<file path="src/rtl/instr_prefetch_queue.sv">
// Sequential instruction prefetcher: issues word fetches, queues in-order responses with their PCs, flushes on redirect.
// Latency: request accepted at N, response at N+k, instr_valid at N+k+1 (N+k with IFQ_BYPASS_EN defined).
// Backpressure: credits stop requests once queued + outstanding reach DEPTH; mem_req_addr holds while mem_req_ready=0.
module instr_prefetch_queue #(
    parameter int          DEPTH    = 4,
    parameter logic [31:0] RESET_PC = 32'h0000_0000
) (
    input  logic        clk,
    input  logic        rst,
    input  logic        redirect,
    input  logic [31:0] redirect_pc,
    output logic        mem_req_valid,
    input  logic        mem_req_ready,
    output logic [31:0] mem_req_addr,
    input  logic        mem_rsp_valid,
    input  logic [31:0] mem_rsp_data,
    output logic        instr_valid,
    input  logic        instr_ready,
    output logic [31:0] instr,
    output logic [31:0] instr_pc
);

    localparam int AW = $clog2(DEPTH);
    localparam int CW = AW + 1;

    logic [CW-1:0] count, inflight, drop_cnt;
    logic [AW-1:0] wr_ptr, rd_ptr;
    logic [31:0]   fpc, rsp_pc, last_instr, last_pc, redirect_base;
    logic [31:0]   q_instr [DEPTH];
    logic [31:0]   q_pc    [DEPTH];
    logic [CW:0]   occupancy;
    logic          req_fire, rsp_ok, rsp_drop, rsp_take, byp, byp_take, push, pop;

    always_comb begin
        occupancy     = {1'b0, count} + {1'b0, inflight};
        redirect_base = redirect_pc & ~32'h3;
        // Outputs are forced quiet while reset is asserted, not just after the next edge.
        mem_req_valid = rst && !redirect && (occupancy < (CW+1)'(DEPTH));
        mem_req_addr  = fpc;
        req_fire      = mem_req_valid && mem_req_ready;
        rsp_ok        = mem_rsp_valid && (inflight != '0);
        rsp_drop      = rsp_ok && (drop_cnt != '0);
        rsp_take      = rsp_ok && !rsp_drop && !redirect;
`ifdef IFQ_BYPASS_EN
        byp           = rsp_take && (count == '0);
`else
        byp           = 1'b0;
`endif
        byp_take      = byp && instr_ready;
        push          = rsp_take && !byp_take;
        pop           = (count != '0) && instr_ready && !redirect;
        instr_valid   = rst && ((count != '0) || byp);
        if (count != '0) begin
            instr    = q_instr[rd_ptr];
            instr_pc = q_pc[rd_ptr];
        end else if (byp) begin
            instr    = mem_rsp_data;
            instr_pc = rsp_pc;
        end else begin
            instr    = last_instr;
            instr_pc = last_pc;
        end
    end

    always_ff @(posedge clk or negedge rst) begin
        if (!rst) begin
            fpc        <= RESET_PC;
            rsp_pc     <= RESET_PC;
            count      <= '0;
            inflight   <= '0;
            drop_cnt   <= '0;
            wr_ptr     <= '0;
            rd_ptr     <= '0;
            last_instr <= '0;
            last_pc    <= '0;
        end else if (redirect) begin
            // Everything still outstanding belongs to the old path and must be swallowed.
            fpc      <= redirect_base;
            rsp_pc   <= redirect_base;
            count    <= '0;
            wr_ptr   <= '0;
            rd_ptr   <= '0;
            inflight <= inflight - CW'(rsp_ok);
            drop_cnt <= inflight - CW'(rsp_ok);
        end else begin
            if (req_fire) fpc <= fpc + 32'd4;
            if (rsp_take) rsp_pc <= rsp_pc + 32'd4;
            if (push) wr_ptr <= wr_ptr + 1'b1;
            if (pop) rd_ptr <= rd_ptr + 1'b1;
            if (rsp_drop) drop_cnt <= drop_cnt - 1'b1;
            count    <= count + CW'(push) - CW'(pop);
            inflight <= inflight + CW'(req_fire) - CW'(rsp_ok);
            if (pop) begin
                last_instr <= q_instr[rd_ptr];
                last_pc    <= q_pc[rd_ptr];
            end else if (byp_take) begin
                last_instr <= mem_rsp_data;
                last_pc    <= rsp_pc;
            end
        end
    end

    always_ff @(posedge clk) begin
        if (push) begin
            q_instr[wr_ptr] <= mem_rsp_data;
            q_pc[wr_ptr]    <= rsp_pc;
        end
    end

    rsp_needs_request: assert property (@(posedge clk) disable iff (!rst)
        mem_rsp_valid |-> (inflight != '0));
    credit_bound: assert property (@(posedge clk) disable iff (!rst)
        occupancy <= (CW+1)'(DEPTH));
    drop_bound: assert property (@(posedge clk) disable iff (!rst)
        drop_cnt <= inflight);

endmodule

</file>
<file path="config.mk">
export PLATFORM = sky130hd
export DESIGN_NAME = instr_prefetch_queue
export DESIGN_NICKNAME = d
export VERILOG_FILES = /design/src/rtl/instr_prefetch_queue.sv
export SDC_FILE = /design/constraint.sdc
export NUM_CORES = 1
export LEC_CHECK = 0
export ABC_AREA = 1
export CAP_MARGIN = 20
export CORE_MARGIN = 5
export CORE_UTILIZATION = 57
export DETAILED_ROUTE_END_ITERATION = 12
export PLACE_DENSITY_LB_ADDON = 0.1
export SYNTH_ARGS = -nofsm -noshare
export SYNTH_HDL_FRONTEND = slang
export SYNTH_SLANG_ARGS = --single-unit
</file>
<file path="constraint.sdc">
create_clock -name clk -period 4.8 [get_ports clk]
set_input_delay 1.44 -clock clk [delete_from_list [all_inputs] [get_ports clk]]
set_output_delay 1.44 -clock clk [all_outputs]
set_load 0.01 [all_outputs]
</file>
# After elaboration in Yosys (flattened, before gate mapping)
# Memory sizes are Yosys's and may differ from the RTL's.
# Index checks and enable logic that the tools add are counted.
dict set report totals {
  regBits 141
  latch_bits 0
  ramBits 256
  rom_bits 0
  inputBits 70
  out_inout_bits 98
  wordCells 60
  memories 2
}
# memory depth width rd rd_ports_with_merged_regs write_ports line
set mem_list {}
lappend mem_list {q_instr 4 32 1 0 1 29} ;# logic [31:0] q_instr [DEPTH];
lappend mem_list {q_pc 4 32 1 0 1 30} ;# logic [31:0] q_pc [DEPTH];
dict set report classes {
  addsub 11
  n_mul 0
  n_div 0
  n_lt_le_gt_ge 1
  eq_ne 0
  n_shift 0
  n_mux 16
  bitwise 1
  n_reduce_logical 20
}
# operator n
set op_table {}
lappend op_table {{2-to-1 mux 32 bit} 6}
lappend op_table {{adder 32 x 3 -> 32 bit (second input constant)} 2}
lappend op_table {{2-to-1 mux 3 bit} 4}
lappend op_table {{logical AND 1 bit} 10}
lappend op_table {{nonzero test 3 bit} 3}
lappend op_table {{subtractor 3 x 1 -> 3 bit} 3}
lappend op_table {{2-to-1 mux 2 bit} 4}
lappend op_table {{nonzero test 2 bit} 4}
lappend op_table {{adder 3 x 1 -> 3 bit} 2}
lappend op_table {{adder 2 x 1 -> 2 bit (second input constant)} 2}
lappend op_table {{adder 3 x 3 -> 4 bit} 1}
lappend op_table {{< comparator 4 x 3 -> 1 bit (second input constant)} 1}
lappend op_table {{subtractor 3 x 1 -> 3 bit (second input constant)} 1}
lappend op_table {{logical NOT 1 bit} 2}
lappend op_table {{2-to-1 mux 1 bit} 2}
lappend op_table {{AND reduction 2 bit} 1}
lappend op_table {{inverter 1 bit} 1}

# Depth between registers and ports, before layout
dict set report depth {
  ltp_word 9
  ltp_mapped 13
}

# Least setup slack after synthesis
# No wires, ideal clock.
dict set report synth_timing {
  kind {input port to flip-flop}
  from {input port redirect}
  to {memory q_instr[0][0], enable pin}
  arrival_time_ns 4.418
  required_time_ns 4.318
  slack_ns -0.100
  path_stages 4
  n_path_buf 1
  cell_sequence {buf_6 -> nor2_1 -> inv_2 -> nor2_1}
}
dict set report synth_between {
  elab_chain_len 4
}
# item line
set synth_rtl {}
lappend synth_rtl {{start: declaration} 10} ;# input logic redirect,
lappend synth_rtl {{logical NOT 1 bit} 43} ;# rsp_take = rsp_ok && !rsp_drop && !redirect;
lappend synth_rtl {{logical AND 1 bit} 43}
lappend synth_rtl {{2-to-1 mux 1 bit} 104} ;# if (push) begin
lappend synth_rtl {{2-to-1 mux 1 bit (implied by the code)} 105} ;# q_instr[wr_ptr] <= mem_rsp_data;
lappend synth_rtl {{end: declaration} 29}
# No other way between the ends.

# Final worst setup path
dict set report layout_timing {
  from {register count[1]}
  to {output port instr[16]}
}
dict set report layout_between {
  elab_chain_len 2
}
# item line
set layout_rtl {}
lappend layout_rtl {{start: declaration} 26} ;# logic [CW-1:0] count, inflight, drop_cnt;
lappend layout_rtl {{start signal: assignment} 91} ;# count <= count + CW'(push) - CW'(pop);
lappend layout_rtl {{nonzero test 3 bit} 53} ;# if (count != '0) begin
lappend layout_rtl {{2-to-1 mux 32 bit} 53}
lappend layout_rtl {{end: declaration} 19} ;# output logic [31:0] instr,
# No other way between the ends.

==> metrics.md <==
| Metric | Value |
|---|---|
| Status | `complete, no violations` |
| Slew margin rel. | `47.6%` |
| Max-slew violations | `0` |
| GPL Wtd Cong | `0.920` |
| CTS Buffer Depth | `3` |
| Port buffer count | `161` |
| Fin crit period | `4.46 ns` |
| Hpwl dp | `24900 um` |
| Most frequent cell after synthesis | `nand2_1` |
| Post-route ant nets | `0` |
| Hold WC Path Type | `flip-flop to flip-flop` |
| Die area | `33800 um^2` |
| Die height | `184 um` |
| Fillers | `2293` |
| Tightest Pin Transition | `0.782 ns` |
| CTS Hold Bufs | `0` |
| CTS tree | `built` |
| Total Nets Final | `1969` |
| Layout area overhead | `19.0%` |
| Setup Viol. Count Final | `0` |
| Clock latency on the worst-skew pair | `0.54 ns` |
| Area contributors post-synth | `edfxtp_1 (43%), dfrtp_1 (20%), o21ai_0 (8.3%)` |
| Io pins | `168` |
| Critical Path Max Stage Delay | `0.60 ns` |
| Peak supply drop | `0.000330 V` |
| Post-CTS resize count | `0` |
| CTS Sinks | `383` |
| CP endpoint kind | `primary output` |
| Max Cap Violations | `0` |
| Synth Area in Compound Gates | `12.3%` |
| R2r worst-path depth | `11` |
| WHS Endpoint | `last_pc[20]` |
| Core ar. | `29700 um^2` |
| CP required | `3.36 ns` |
| Main synth FF type | `edfxtp_1` |
| Vias in the first global route | `12500` |
| Leakage power | `7.95 nW` |
| Total number of vias | `12700` |
| Post-CTS Setup Inserts | `0` |
| Largest family of logic cells by synthesized area | `simple AND/OR/NAND/NOR gates` |
| Final Cycle Share | `93.0%` |
| Drt pass-1 iters | `5` |
| Simple-gate area share of the yosys netlist | `15.9%` |
| Initial antenna violation count | `0` |
| Multiplexer area fraction after synthesis | `0%` |
| Pwr Total | `0.0115 W` |
| Post-synthesis xor/xnor area fraction | `1.12%` |
| Setup Skew | `0.0165 ns` |
| Vias/cell | `5.54` |
| Reg2reg setup slack | `2.19 ns` |
| Largest net degree at the start of global routing | `126` |
| TNS Setup | `0 ns` |
| Fmax achieved | `224 MHz` |
| Synth async-reset ratio | `35.2%` |
| Area of the multi-input gates | `5340 um^2` |
| Pwr dens | `559 nW/um^2` |
| R2r startpoint | `count[1]` |
| Syn_area_per_cell | `9.91 um^2` |
| Initial detailed-routing violation count | `1132` |
| # DRC | `0` |
| Reg clk slew, reported paths | `0.06 ns` |
| Leading area contributor after synthesis | `edfxtp_1` |
| Synthesized instance count | `1737` |
| CP Cell Sequence | `nor3_2, clkinv_2, buf_4, o21ai_0, clkdlybuf4s50_1` |
| Routed wire length per instance | `17.3 um` |
| Routed wire length | `39800 um` |
| Endpoints failing hold | `0` |
| Distinct cell type count after synthesis | `43` |
| Slowest CP cell | `clkdlybuf4s50_1` |
| Unrepaired setup endpoints after global routing | `no` |
| Critical path class | `flip-flop to primary output` |
| Worst-path maximum fanout | `39` |
| Root Buffer | `clkbuf_16` |
| Critical Path Start Type | `flip-flop` |
| Die X | `184 um` |
| Critical R2R Capture | `inflight[2]` |
| Number of synthesized register bits | `383` |
| Post-synth EDFFs | `248` |
| First-pass GRT wire length | `64600 um` |
| Cell Area, Synth | `17200 um^2` |
| YS warnings | `0` |
| Seq/Total Area, Yosys | `62.9%` |
| Synth Area in Adders | `1.40%` |
| Hold wc startpoint | `last_pc[20]` |
| Total CTS buffers | `40` |
| Crit path DAT | `3.02 ns` |
| Initial Utilization | `57.9%` |
| GR Util All Layers | `23.7%` |
| Most instantiated cells after synthesis | `nand2_1 (362), o21ai_0 (284), edfxtp_1 (248)` |
| Top-area cell type share of the netlist area | `43.3%` |
| Rows | `63` |
| Register Area | `10800 um^2` |
| N_diodes | `0` |
| H-tree depth | `2` |
| Total congestion overflow | `0` |
| Share of layout cells above drive strength 1 | `5.86%` |
| Fin util | `68.9%` |
| Hold path cells | `2` |
==> cell usage in the layout (no fill, tap or decap), types with 3 or more instances in the layout <==
master / count
nand2_1: 362
o21ai_0: 284
edfxtp_1: 248
nor2_1: 192
clkdlybuf4s50_1: 159
inv_1: 157
dfrtp_1: 134
nand3_1: 63
o22ai_1: 62
clkbuf_16: 41
xor2_1: 17
a21oi_1: 16
ha_1: 16
buf_4: 14
o21ai_1: 13
nor3_1: 13
o211ai_1: 13
nand4_1: 11
clkinv_1: 11
nor2_4: 10
clkinv_2: 9
buf_12: 9
clkbuf_1: 7
xnor2_1: 5
inv_2: 4
conb_1: 4
a31oi_1: 3
bufinv_16: 3
==> where the power goes <==
group	internal [W]	switching, W	total (W)	leakage, nW
Clock	0.00176	0.00126	0.00302	0.632
Sequential	0.00403	0.000311	0.00434	3.88
Combinational	0.00181	0.00229	0.00410	3.43
==> registers in the layout, summed over array words and instances (netlist names), 3 cells and up <==
signal	flops
last_instr	32
drop_cnt	3
last_pc	30
count	3
q_instr	128
rsp_pc	30
mem_req_addr	30
q_pc	120
inflight	3
==> worst max-delay path by stage <==
stage / startpoint / end / slack [ns] / cells past startpoint
after floorplan: redirect / q_instr[0][0] / -0.10 / 4
after global placement: rst / mem_req_valid / 0.72 / 6
after detailed placement: rst / mem_req_valid / 0.71 / 6
after CTS: count[1] / instr_pc[9] / 0.29 / 5
after global routing: count[1] / instr_pc[9] / 0.10 / 5
final: count[1] / instr[16] / 0.34 / 5
==> cell type report <==
type,count,area share [%]
Tap cell,390,2.38
Inverter,164,3.02
Clock buffer,49,5.20
Sequential cell,383,52.9
Timing Repair Buffer,185,9.38
Clock inverter,24,1.08
Multi-Input combinational cell,1107,26.1
==> stage by stage <==
step                cells  setup WS [ns]  instance area [um^2]  hold WS, ns
finish               2302          0.336                 20500        0.514
global placement     2228          0.719                 19200        0.497
CTS                  2301          0.291                 20500        0.516
floorplan            1740         -0.100                 17200        0.483
detailed placement   2228          0.707                 19200        0.502
global route         2302          0.100                 20500        0.527
==> kinds of logic (layout without fill, tap and decap cells) <==
kind of cell / Yosys count / in the layout
and+or+nand+nor: 666 / 666
xor gates and xnor gates: 22 / 22
buffers and inverters: 250 / 422
adders and majority gates: 18 / 18
other: 1 / 4
AOI/OAI and AO/OA: 397 / 397
DFF: 383 / 383
==> layer usage <==
layer,GRT usage [%],wire length [um],part of all wire [%],vias to the layer above
met5,0,0,0,-
met4,6.30,822,2.1,0
met3,3.28,2410,6.1,63
met2,40.0,19500,49,418
met1,32.7,17100,43,6101
li1,-,-,-,6161
==> critical path, delay by kind of cell (launching register included) <==
family	cells	cell delay [ns]
AO/OA/AOI/OAI	1	0.27
buffers and inverters	3	1.46
flip-flops	1	0.44
AND/OR/NAND/NOR	1	0.31
(Power assumes the default switching activity.)
